## config.mk

```make
export PLATFORM = sky130hd
export DESIGN_NAME = cnn_frame_sequencer_flat
export DESIGN_NICKNAME = d
export VERILOG_FILES = /design/src/rtl/cnn_pkg.sv /design/src/rtl/cnn_frame_sequencer_if.sv /design/src/rtl/cnn_frame_sequencer.sv /design/src/flat_wrapper.sv
export SDC_FILE = /design/constraint.sdc
export NUM_CORES = 1
export LEC_CHECK = 0
export CAP_MARGIN = 10
export CELL_PAD_IN_SITES_DETAIL_PLACEMENT = 1
export CELL_PAD_IN_SITES_GLOBAL_PLACEMENT = 1
export CORE_ASPECT_RATIO = 0.7
export CORE_UTILIZATION = 42
export CTS_BUF_LIST = sky130_fd_sc_hd__clkbuf_16
export DETAILED_ROUTE_END_ITERATION = 10
export PLACE_DENSITY_LB_ADDON = 0.1
export SYNTH_ARGS = -nofsm -noshare
export SYNTH_HDL_FRONTEND = slang
export SYNTH_SLANG_ARGS = --single-unit
```

## constraint.sdc

```tcl
create_clock -name clk -period 3.5 [get_ports clk]
set_clock_uncertainty 0.2 [all_clocks]
set_input_delay 0.875 -clock clk [delete_from_list [all_inputs] [get_ports clk]]
set_output_delay 0.875 -clock clk [all_outputs]
set_load 0.05 [all_outputs]
```

## src/rtl/cnn_pkg.sv

```systemverilog
// Shared types and constants for the CNN frame sequencer slice.
package cnn_pkg;

    // Emotion codes produced by the accelerator classifier.
    typedef enum logic [2:0] {
        ANGRY    = 3'd0,
        DISGUST  = 3'd1,
        FEAR     = 3'd2,
        HAPPY    = 3'd3,
        SAD      = 3'd4,
        SURPRISE = 3'd5,
        NEUTRAL  = 3'd6
    } emotion_e;

    localparam int NUM_CLASSES   = 7;
    localparam int IMG_W_DEFAULT = 48;
    localparam int IMG_H_DEFAULT = 48;

    // Frame sequencer control states.
    typedef enum logic [1:0] {
        IDLE     = 2'd0,
        STREAM   = 2'd1,
        WAIT_RES = 2'd2,
        DONE     = 2'd3
    } seq_state_e;

endpackage

```

## src/rtl/cnn_frame_sequencer_if.sv

```systemverilog
// Pixel-buffer read port and accelerator stream port of the frame sequencer.
interface cnn_frame_sequencer_if #(
    parameter int ADDR_W = 12
);
    logic              mem_rd_en;
    logic [ADDR_W-1:0] mem_addr;
    logic [7:0]        mem_rdata;
    logic              acc_valid_in;
    logic [7:0]        acc_pixel_in;
    logic [2:0]        acc_emotion;
    logic              acc_valid_out;

    // Sequencer side: drives buffer reads and the accelerator input.
    modport master (
        output mem_rd_en, mem_addr, acc_valid_in, acc_pixel_in,
        input  mem_rdata, acc_emotion, acc_valid_out
    );

    // Buffer / accelerator side.
    modport slave (
        input  mem_rd_en, mem_addr, acc_valid_in, acc_pixel_in,
        output mem_rdata, acc_emotion, acc_valid_out
    );
endinterface

```

## src/rtl/cnn_frame_sequencer.sv

```systemverilog
// Streams one frame from the pixel buffer into the CNN accelerator and
// captures the resulting emotion class with error status for the host.
module cnn_frame_sequencer
    import cnn_pkg::*;
#(
    parameter int IMG_W       = IMG_W_DEFAULT,
    parameter int IMG_H       = IMG_H_DEFAULT,
    parameter int ADDR_W      = 12,
    parameter int TIMEOUT     = 1024,
    parameter int NUM_CLASSES = cnn_pkg::NUM_CLASSES
) (
    input  logic                   clk,
    input  logic                   rst,
    input  logic                   start,
    input  logic                   abort,
    cnn_frame_sequencer_if.master  bus,
    output logic                   busy,
    output logic                   done,
    output logic [2:0]             result_class,
    output logic                   err_timeout,
    output logic                   err_class,
    output logic [15:0]            frame_count
);

    localparam int                N         = IMG_W * IMG_H;
    localparam int                TW        = $clog2(TIMEOUT + 1);
    localparam logic [ADDR_W-1:0] LAST_ADDR = ADDR_W'(N - 1);
    localparam logic [TW-1:0]     T_LAST    = TW'(TIMEOUT - 1);
    localparam logic [TW-1:0]     T_MAX     = TW'(TIMEOUT);

    seq_state_e        state;
    logic [ADDR_W-1:0] pix_cnt;
    logic              rd_p0;
    logic              vld_p1;
    logic [TW-1:0]     tmo_cnt;

    function automatic logic class_bad(input logic [2:0] c);
        return 32'(c) >= 32'(NUM_CLASSES);
    endfunction

    function automatic logic [TW-1:0] tmo_sat(input logic [TW-1:0] t);
        return (t == T_MAX) ? t : t + 1'b1;
    endfunction

    // Stage p0: read strobe/address toward the buffer.
    assign bus.mem_rd_en    = rd_p0;
    assign bus.mem_addr     = pix_cnt;
    // Stage p1: buffer data arrives one cycle later and goes straight on.
    assign bus.acc_valid_in = vld_p1;
    assign bus.acc_pixel_in = vld_p1 ? bus.mem_rdata : 8'd0;

    // Sequencer FSM with registered outputs, read pipeline and result capture.
    always_ff @(posedge clk or posedge rst) begin
        if (rst) begin
            state        <= IDLE;
            pix_cnt      <= '0;
            rd_p0        <= 1'b0;
            vld_p1       <= 1'b0;
            tmo_cnt      <= '0;
            busy         <= 1'b0;
            done         <= 1'b0;
            result_class <= 3'd0;
            err_timeout  <= 1'b0;
            err_class    <= 1'b0;
            frame_count  <= 16'd0;
        end else begin
            done <= 1'b0;
            if (abort && state != IDLE) begin
                // Drop everything in flight, including the delayed pixel.
                state   <= IDLE;
                busy    <= 1'b0;
                rd_p0   <= 1'b0;
                vld_p1  <= 1'b0;
                pix_cnt <= '0;
                tmo_cnt <= '0;
            end else begin
                vld_p1 <= rd_p0;
                case (state)
                    IDLE: begin
                        if (start && !abort) begin
                            state        <= STREAM;
                            busy         <= 1'b1;
                            rd_p0        <= 1'b1;
                            pix_cnt      <= '0;
                            tmo_cnt      <= '0;
                            result_class <= 3'd0;
                            err_timeout  <= 1'b0;
                            err_class    <= 1'b0;
                        end
                    end
                    STREAM: begin
                        if (pix_cnt == LAST_ADDR) begin
                            rd_p0   <= 1'b0;
                            pix_cnt <= '0;
                            state   <= WAIT_RES;
                        end else begin
                            pix_cnt <= pix_cnt + 1'b1;
                        end
                    end
                    WAIT_RES: begin
                        // Echoes are ignored while the last pixel is still going out.
                        if (!vld_p1) begin
                            if (bus.acc_valid_out) begin
                                result_class <= bus.acc_emotion;
                                err_class    <= class_bad(bus.acc_emotion);
                                state        <= DONE;
                                busy         <= 1'b0;
                                done         <= 1'b1;
                            end else if (tmo_cnt >= T_LAST) begin
                                err_timeout  <= 1'b1;
                                result_class <= 3'd0;
                                state        <= DONE;
                                busy         <= 1'b0;
                                done         <= 1'b1;
                            end else begin
                                tmo_cnt <= tmo_sat(tmo_cnt);
                            end
                        end
                    end
                    DONE: begin
                        state <= IDLE;
                        if (!err_timeout && !err_class) begin
                            frame_count <= frame_count + 16'd1;
                        end
                    end
                    default: state <= IDLE;
                endcase
            end
        end
    end

endmodule

```

## src/flat_wrapper.sv

```systemverilog
// flat-port wrapper written by rule: the top's interface ports become plain ports
module cnn_frame_sequencer_flat import cnn_pkg::*;
#(
    parameter int IMG_W       = IMG_W_DEFAULT,
    parameter int IMG_H       = IMG_H_DEFAULT,
    parameter int ADDR_W      = 12,
    parameter int TIMEOUT     = 1024,
    parameter int NUM_CLASSES = cnn_pkg::NUM_CLASSES
)
  (clk, rst, start, abort, busy, done, result_class, err_timeout, err_class, frame_count, bus_mem_rd_en, bus_mem_addr, bus_acc_valid_in, bus_acc_pixel_in, bus_mem_rdata, bus_acc_emotion, bus_acc_valid_out);
  cnn_frame_sequencer_if #(.ADDR_W(ADDR_W)) bus_i ();
  input  logic clk;
  input  logic rst;
  input  logic start;
  input  logic abort;
  output logic busy;
  output logic done;
  output logic [2:0] result_class;
  output logic err_timeout;
  output logic err_class;
  output logic [15:0] frame_count;
  output wire logic [$bits(bus_i.mem_rd_en)-1:0] bus_mem_rd_en;
  output wire logic [$bits(bus_i.mem_addr)-1:0] bus_mem_addr;
  output wire logic [$bits(bus_i.acc_valid_in)-1:0] bus_acc_valid_in;
  output wire logic [$bits(bus_i.acc_pixel_in)-1:0] bus_acc_pixel_in;
  input wire logic [$bits(bus_i.mem_rdata)-1:0] bus_mem_rdata;
  input wire logic [$bits(bus_i.acc_emotion)-1:0] bus_acc_emotion;
  input wire logic [$bits(bus_i.acc_valid_out)-1:0] bus_acc_valid_out;
  assign bus_mem_rd_en = bus_i.mem_rd_en;
  assign bus_mem_addr = bus_i.mem_addr;
  assign bus_acc_valid_in = bus_i.acc_valid_in;
  assign bus_acc_pixel_in = bus_i.acc_pixel_in;
  assign bus_i.mem_rdata = bus_mem_rdata;
  assign bus_i.acc_emotion = bus_acc_emotion;
  assign bus_i.acc_valid_out = bus_acc_valid_out;
  cnn_frame_sequencer #(.IMG_W(IMG_W), .IMG_H(IMG_H), .ADDR_W(ADDR_W), .TIMEOUT(TIMEOUT), .NUM_CLASSES(NUM_CLASSES)) u_core (.clk(clk), .rst(rst), .start(start), .abort(abort), .bus(bus_i), .busy(busy), .done(done), .result_class(result_class), .err_timeout(err_timeout), .err_class(err_class), .frame_count(frame_count));
endmodule
```

# Yosys cells after proc, flatten, opt, wreduce, memory -nomap -nowiden
# Index checks and enable logic that the tools add are counted.
dict set report word_totals {
  register_bits 50
  latchBits 0
  ram_bits 0
  romBits 0
  input_bits 16
  output_inout_bits 45
  elab_cells 102
  mem_count 0
}
dict set report classes {
  add_sub_neg 3
  n_mul 0
  div_mod_pow 0
  n_lt_le_gt_ge 2
  n_eq_ne 18
  n_shift 0
  n_mux 47
  bitwise_logic 1
  n_reduce_logical 20
}
# operator count
set ops {}
lappend ops {{11-bit 2-to-1 mux} 6}
lappend ops {{12-bit 2-to-1 mux} 3}
lappend ops {{12-bit one-hot mux with 2 select lines} 1}
lappend ops {{11-bit one-hot mux with 2 select lines} 1}
lappend ops {{1-bit 2-to-1 mux} 19}
lappend ops {{16-bit by 1-bit adder with 16-bit output (second input constant)} 1}
lappend ops {{12-bit by 1-bit adder with 12-bit output (second input constant)} 1}
lappend ops {{12-bit == test (second input constant)} 1}
lappend ops {{2-bit 2-to-1 mux} 6}
lappend ops {{3-bit 2-to-1 mux} 4}
lappend ops {{3-bit by 2-bit != test with 1-bit output (second input constant)} 4}
lappend ops {{6-bit AND reduction} 2}
lappend ops {{11-bit by 1-bit adder with 11-bit output (second input constant)} 1}
lappend ops {{11-bit == test (second input constant)} 1}
lappend ops {{11-bit by 10-bit >= comparator with 1-bit output (second input constant)} 1}
lappend ops {{5-bit AND reduction} 2}
lappend ops {{8-bit 2-to-1 mux} 1}
lappend ops {{1-bit one-hot mux with 2 select lines} 4}
lappend ops {{2-bit one-hot mux with 4 select lines} 1}
lappend ops {{4-bit AND reduction} 2}
lappend ops {{2-bit != test (second input constant)} 3}
lappend ops {{3-bit by 1-bit != test with 1-bit output (second input constant)} 2}
lappend ops {{3-bit one-hot mux with 2 select lines} 1}
lappend ops {{3-bit AND reduction} 2}
lappend ops {{other kinds (13)} 21}

# Longest topological paths before layout
# Gate-level depths: netlist of the first run.
dict set report depth {
  depth_word 7
  mapped_depth 9
  ltp_nobuf 7
}

# Worst setup path after synthesis of the first run
# OpenSTA, ideal clock, no wires.
dict set report synth_timing {
  path_kind {register to register}
  from {register u_core.pix_cnt[0], in the netlist u_core.bus.mem_addr[0]}
  to {register u_core.rd_p0, in the netlist u_core.bus.mem_rd_en}
  setup_ns 0.128
  t_arrival_ns 2.151
  required_time_ns 3.172
  slack_ns 1.021
  stages_incl_launch_ff 7
  n_path_buf 0
  period_less_slack_ns 2.479
  path_cell_list {dfrtp_1 -> ha_1 -> nand2_1 -> nor4b_2 -> a41oi_4 -> nor2_2 -> mux2_1}
}
dict set report synth_between {
  elab_chain_cells 3
}
# element line_no
set synth_lines {}
lappend synth_lines {{start, declared} cnn_frame_sequencer.sv:32} ;# logic [ADDR_W-1:0] pix_cnt;
lappend synth_lines {{start signal, assigned} cnn_frame_sequencer.sv:97} ;# pix_cnt <= pix_cnt + 1'b1;
lappend synth_lines {{12-bit == test} cnn_frame_sequencer.sv:92} ;# if (pix_cnt == LAST_ADDR) begin
lappend synth_lines {{3-bit by 1-bit != test with 1-bit output (no line)} -}
lappend synth_lines {{3-bit AND reduction (no line)} -}
lappend synth_lines {{end signal, assigned} cnn_frame_sequencer.sv:72} ;# rd_p0 <= 1'b0;
lappend synth_lines {{end signal, assigned} cnn_frame_sequencer.sv:83} ;# rd_p0 <= 1'b1;
lappend synth_lines {{end signal, assigned} cnn_frame_sequencer.sv:93} ;# rd_p0 <= 1'b0;
lappend synth_lines {{end, declared} cnn_frame_sequencer.sv:33} ;# logic rd_p0;
# No other way between the ends.
# A chain may end at the register's enable or synchronous reset.

# Worst setup path after layout of the first run
dict set report layout_timing {
  from {input abort}
  to {register u_core.rd_p0, in the netlist u_core.bus.mem_rd_en}
}
dict set report layout_between {
  elab_chain_cells 4
  word_cells_on_any_way 8
  cone_classes {eq/ne (2); mux (1); reduce/logical (5)}
}
# element line_no
set layout_lines {}
lappend layout_lines {{start, declared} flat_wrapper.sv:15} ;# input logic abort;
lappend layout_lines {{1-bit zero test} cnn_frame_sequencer.sv:80} ;# if (start && !abort) begin
lappend layout_lines {{1-bit logical AND} cnn_frame_sequencer.sv:80}
lappend layout_lines {{3-bit by 1-bit != test with 1-bit output (no line)} -}
lappend layout_lines {{3-bit AND reduction (no line)} -}
# Several ways; a longest one is shown, not always the timed one.

==> qor.csv, run 1 <==
stage,metric,value,unit
outcome,status,finished with violations,
outcome,violations,DRC,
yosys,synth.largest_area_cell,dfrtp_1,
timing,finalCriticalPeriod,2830,ps
yosys,avgSynthCellArea,10.1,µm²
pwr,p_comb_frac,0.444,
timing,tightest_slew,692,ps
finish,n_antenna_cell,0,
timing,hold_viol,0,
timing,fin_crit_sh,0.807,
finish,fin_area,0.00357,mm²
clock_network,root_buffer,clkbuf_16,
floorplan,pin_count,61,
critical_path,cp_data_required_time,3470,ps
yosys,yosysSeqAreaShare,0.458,
yosys,syn_nets,294,
yosys,ys_types,52,
timing,setup-tns-final,0,ps
grt,grt_overflow_total,0,
floorplan,die_h,69.5,µm
yosys,synth_edf_count,0,
yosys,ys_ff_latch,50,
clock_network,clk_path_buf_depth,2,
pwr,ir_drop,321,µV
pwr,p_leak,0.00153,µW
critical_path,cp_max_fo,10,
critical_path,crit_type,in2reg,
timing,slew_viol_final,0,
pwr,p_seq_frac,0.318,
placement,port_buffers,60,
clock_network,clk-insertion-delay-late,290,ps
pwr,swShare,0.429,
yosys,synth.most_common_cell,dfrtp_1,
floorplan,die_x,98.4,µm
clock_network,cts_tree,done,
clock_network,clkSinkCount,50,
yosys,synthTopCellsByCount,"dfrtp_1, nand2_1, nor2_1, o21ai_0, nand3_1",
drt,first_iter_violations,113,
pwr,power_switching,1020,µW
floorplan,row_count,24,
yosys,synth_top_area_share,0.458,
drt,drtPass1Iterations,9,
finish,layout-drive-gt1-share,0.0982,
clock_network,cts_made_buffers,5,
timing,finalSetupViolations,0,
yosys,synth_flop_cell,dfrtp_1,
floorplan,start_util,0.437,
placement,place.gp.congestion,0.752,
clock_network,ctsResizeCount,0,
finish,num-fill-cells,717,
placement,dpl_cell_area,0.00340,mm²
drt,ant_nets,0,
yosys,syn_inst,270,
critical_path,cp-end-kind,flop,
timing,slew_headroom,0.535,
grt,grt_pass1_wl,12200,µm
yosys,syn_area,0.00273,mm²
pwr,pwr-share-clk,0.238,
grt,first_global_vias,2424,
grt,grt_antenna_before_repair,0,
worst_hold_path,hold_path_class,reg2reg,
grt,grt_max_degree,51,
pwr,power.internal,1350,µW
timing,max_freq,354,MHz
drt,drc_errors,6,
drt,wire_per_inst,17.4,µm
floorplan,die_area,0.00683,mm²
timing,grt_setup_unrepaired,false,
finish,area_delta_synth_final,30.8,%
pwr,power.density,663,mW/mm²
floorplan,core_area,0.00625,mm²
drt,vias_per_cell,5.64,
drt,vias,2337,
yosys,ys.warnings.count,0,
clock_network,clkSlewWorstSetupHoldPaths,70,ps
drt,wl,7210,µm
clock_network,holdBufCountCts,0,
clock_network,cts_setup_buffers,0,
critical_path,worstPathArrival,2800,ps
run,drv_cap,0,
yosys,async_reset_ff_frac,1.00,
critical_path,startpoint_type,primary input,
finish,num-nets-final,359,
placement,dpl.hpwl,5280,µm
clock_network,htree_levels,2,
yosys,yosys-top-cells-area,"dfrtp_1, xnor2_1, ha_1",
grt,grt_usage,0.224,
-- per-stage QoR --
| stage | cells | power [µW] | setup WS [ps] | utilization | hold slack (ps) |
|---|---|---|---|---|---|
| after floorplan | 270 | 1480 | 1020 | - | 302 |
| after global placement | 406 | 1770 | 472 | 0.544 | 260 |
| after detailed placement | 406 | 1810 | 355 | 0.544 | 291 |
| after CTS | 414 | 2390 | 674 | 0.572 | 304 |
| after global routing | 414 | 2500 | 544 | 0.572 | 319 |
| final | 414 | 2370 | 675 | 0.572 | 294 |
-- cells by family (layout without fill, tap and decap cells) --
group / count (synthesis) / in the layout / synth area share
xor gates and xnor gates: 22 / 22 / 0.0705
muxes: 2 / 2 / 0.00824
adders and majority gates: 8 / 8 / 0.0366
AOI/OAI and AO/OA: 57 / 57 / 0.165
and+or+nand+nor: 115 / 115 / 0.236
buffers and inverters: 16 / 82 / 0.0252
DFF: 50 / 50 / 0.458
-- critical path, stage by stage --
cell	delay, ps
clkdlybuf4s50_1	540
or3_1	440
o21ai_1	390
nor2_2	200
mux2_1	360
-- power groups by stage --
stage               logic [µW]  clock network [µW]  registers (µW)
floorplan                  539                   0             940
global placement          1010                   0             758
detailed placement        1050                   0             762
CTS                       1060                 578             753
global route              1130                 597             771
finish                    1050                 564             753
-- placed cells by master (no fill, tap or decap), types with 10 or more instances in the layout --
cell and n:
a21oi_1 10, xnor2_1 13, buf_4 10, o21ai_0 15, inv_1 11, and2_1 13, nor2_1 16, dfrtp_1 50
nand3_1 14, clkdlybuf4s50_1 52, nand2_1 25
-- registers in the layout (all words and copies together), names as in the netlist --
name / flops
u_core.bus.acc_valid_in: 1
u_core.bus.mem_addr: 12
u_core.bus.mem_rd_en: 1
u_core.busy: 1
u_core.done: 1
u_core.err_class: 1
u_core.err_timeout: 1
u_core.frame_count: 16
u_core.result_class: 3
u_core.state: 2
u_core.tmo_cnt: 11
-- final cells by class --
type | instances | area [µm²] | area share
sequential | 50 | 1250 | 0.350
timing repair buffer | 62 | 596 | 0.167
inverter | 12 | 45.0 | 0.0126
multi-input combinational | 204 | 1410 | 0.395
clock inverter | 3 | 47.5 | 0.0133
clock buffer | 5 | 125 | 0.0350
tap | 78 | 97.6 | 0.0273
-- layer usage --
metal  part of all wire  up-vias  track usage
met5                  0        -            0
met1               0.49     1166        0.309
met2               0.45       69        0.363
met4              0.011        0       0.0531
met3              0.052        8       0.0484
li1                   -     1094            -
-- path summary, 6_finish.rpt --
| check | startpoint | end | slack, ps | cells after the start |
|---|---|---|---|---|
| worst min-delay path | u_core.frame_count[7] | u_core.frame_count[7] | 290 | 1 |
| max in group asynchronous | rst | u_core.bus.mem_addr[0] | 1790 | 3 |
| worst max-delay path | abort | u_core.bus.mem_rd_en | 670 | 5 |
| worst min register to register | u_core.frame_count[7] | u_core.frame_count[7] | 290 | 1 |
| min in group asynchronous | rst | u_core.result_class[1] | 880 | 3 |
| worst max register to register | u_core.state[0] | u_core.bus.mem_rd_en | 820 | 7 |
Power figures use the tool's default switching activity.
==> run 2: changes to the inputs <==
CORE_UTILIZATION = 35   (was 42)
clock period = 2.3 ns   (was 3.5 ns; I/O delays follow)
==> qor.csv, run 2 (synthesis results as in run 1) <==
stage,metric,value,unit
critical_path,crit_chain,clkdlybuf4s50_1,
drt,vias_per_cell,5.15,
timing,hold-worst-slack,271,ps
finish,n_antenna_cell,0,
clock_network,clk_path_buf_depth,2,
critical_path,cp_max_fo,2,
timing,fin_crit_sh,0.976,
clock_network,clk-insertion-delay-late,290,ps
critical_path,cpMaxStageDelayCell,clkdlybuf4s50_1,
drt,wl,7720,µm
timing,fin_ws,54.3,ps
drt,drtPass1Iterations,4,
clock_network,clkSinkCount,50,
placement,place.gp.congestion,0.841,
critical_path,worstReg2RegStart,u_core.state[1],
critical_path,worstPathArrival,1470,ps
critical_path,cp_data_required_time,1520,ps
drt,ant_nets,0,
grt,first_global_vias,2465,
timing,grt_setup_unrepaired,true,
finish,most-common-layout-cells,"buf_4, dfrtp_1, nand2_1, clkdlybuf4s50_1, nor2_1",
finish,regMostFlops,u_core.frame_count,
critical_path,cp_num_buf_inv,1,
timing,max_freq,445,MHz
critical_path,r2r_end,u_core.tmo_cnt[7],
worst_hold_path,min_path_cells,1,
timing,finalSetupViolations,0,
floorplan,die_h,75.9,µm
finish,num-fill-cells,854,
placement,port_buffers,60,
floorplan,die_area,0.00817,mm²
clock_network,htree_levels,2,
critical_path,startpoint_type,flop,
timing,hold_viol,0,
finish,layout-drive-gt1-share,0.278,
grt,grt_max_degree,36,
pwr,p_leak,0.00182,µW
outcome,status,"finished, final reports clean",
run,drv_cap,0,
drt,wire_per_inst,16.5,µm
critical_path,rr_worst_depth,7,
drt,drc_errors,0,
clock_network,cts_tree,done,
finish,finalNonFillerCells,468,
critical_path,crit_path_max_incr_delay,820,ps
critical_path,rrSetupSlack,130,ps
floorplan,row_count,26,
drt,first_iter_violations,75,
clock_network,root_buffer,clkbuf_16,
placement,dpl.hpwl,5830,µm
grt,grt_usage,0.203,
grt,grt_antenna_before_repair,0,
worst_hold_path,holdPathEnd,u_core.frame_count[15],
worst_hold_path,hold_path_class,reg2reg,
clock_network,cts_made_buffers,5,
drt,vias,2412,
pwr,ir_drop,578,µV
timing,slew_viol_final,0,
timing,finalCriticalPeriod,2250,ps
placement,placed_cells,458,
critical_path,crit_type,reg2out,
clock_network,clkSlewWorstSetupHoldPaths,70,ps
finish,num-nets-final,393,
critical_path,cp-end-kind,output port,
timing,slew_headroom,0.653,
floorplan,die_x,108,µm
floorplan,pin_count,61,
pwr,power.density,994,mW/mm²
finish,area_delta_synth_final,43.5,%
critical_path,crit_family,buffers and inverters,
floorplan,start_util,0.368,
timing,tightest_slew,519,ps
grt,grt_overflow_total,0,
pwr,power,3890,µW
finish,final_common_cell,buf_4,
finish,final_util,0.528,
worst_hold_path,hold_start,u_core.frame_count[15],
finish,largest_register_ffs,16,
placement,dp_slack,-292,ps
grt,grt_pass1_wl,13000,µm
floorplan,core_area,0.00742,mm²
-- run 2: cell types whose count changed in the layout (fill, tap and decap cells not counted), sizes merged --
cell,delta
buf,+64
clkinv,+2
inv,-1
dlymetal6s2s,+3
clkdlybuf4s50,-33
bufinv,-1
-- run 2: report_power, final --
part	switching (µW)	internal [µW]	total (µW)
Sequential	121	1000	1120
Clock	352	404	756
Combinational	1170	845	2020
-- run 2: layout make-up --
class                      count  area, µm²  share of cell area
multi-input combinational    204       1460               0.371
sequential                    50       1250               0.320
timing repair buffer          96        896               0.229
clock buffer                   5        125              0.0319
tap                           98        123              0.0313
inverter                      12       45.0              0.0115
clock inverter                 3       21.3             0.00543
-- run 2: worst max path at each step --
stage	from	to	slack, ps	cells after the start
detailed placement	abort	u_core.tmo_cnt[7]	-290	6
global route	u_core.bus.mem_addr[0]	u_core.state[1]	-60	7
CTS	abort	u_core.tmo_cnt[7]	1	6
finish	u_core.busy	busy	50	1
global placement	abort	u_core.state[1]	-270	8
floorplan	u_core.bus.mem_addr[0]	u_core.bus.mem_rd_en	30	6
-- run 2: per-layer routing --
layer / vias up / part of all wire / GRT usage
met1: 1202 / 0.51 / 0.297
met2: 39 / 0.46 / 0.308
met3: 4 / 0.029 / 0.0404
li1: 1167 / - / -
met4: 0 / 0.0084 / 0.0452
met5: - / 0 / 0
-- run 2: what timing repair did --
| item | in CTS | in global routing |
|---|---|---|
| gates resized for setup | 2 | 8 |
| pin swaps | 0 | 2 |
| hold endpoints to repair | 0 | 0 |
| setup endpoints to repair | 2 | 13 |
| hold buffers | 0 | 0 |
| buffers inserted | 0 | 2 |
-- run 2: through the flow --
| step | cell area (µm²) | TNS [ps] |
|---|---|---|
| floorplan | 2740 | 0 |
| global placement | 3710 | -5620 |
| detailed placement | 3710 | -6560 |
| CTS | 3870 | 0 |
| global route | 3920 | -60.4 |
| finish | 3920 | 0 |
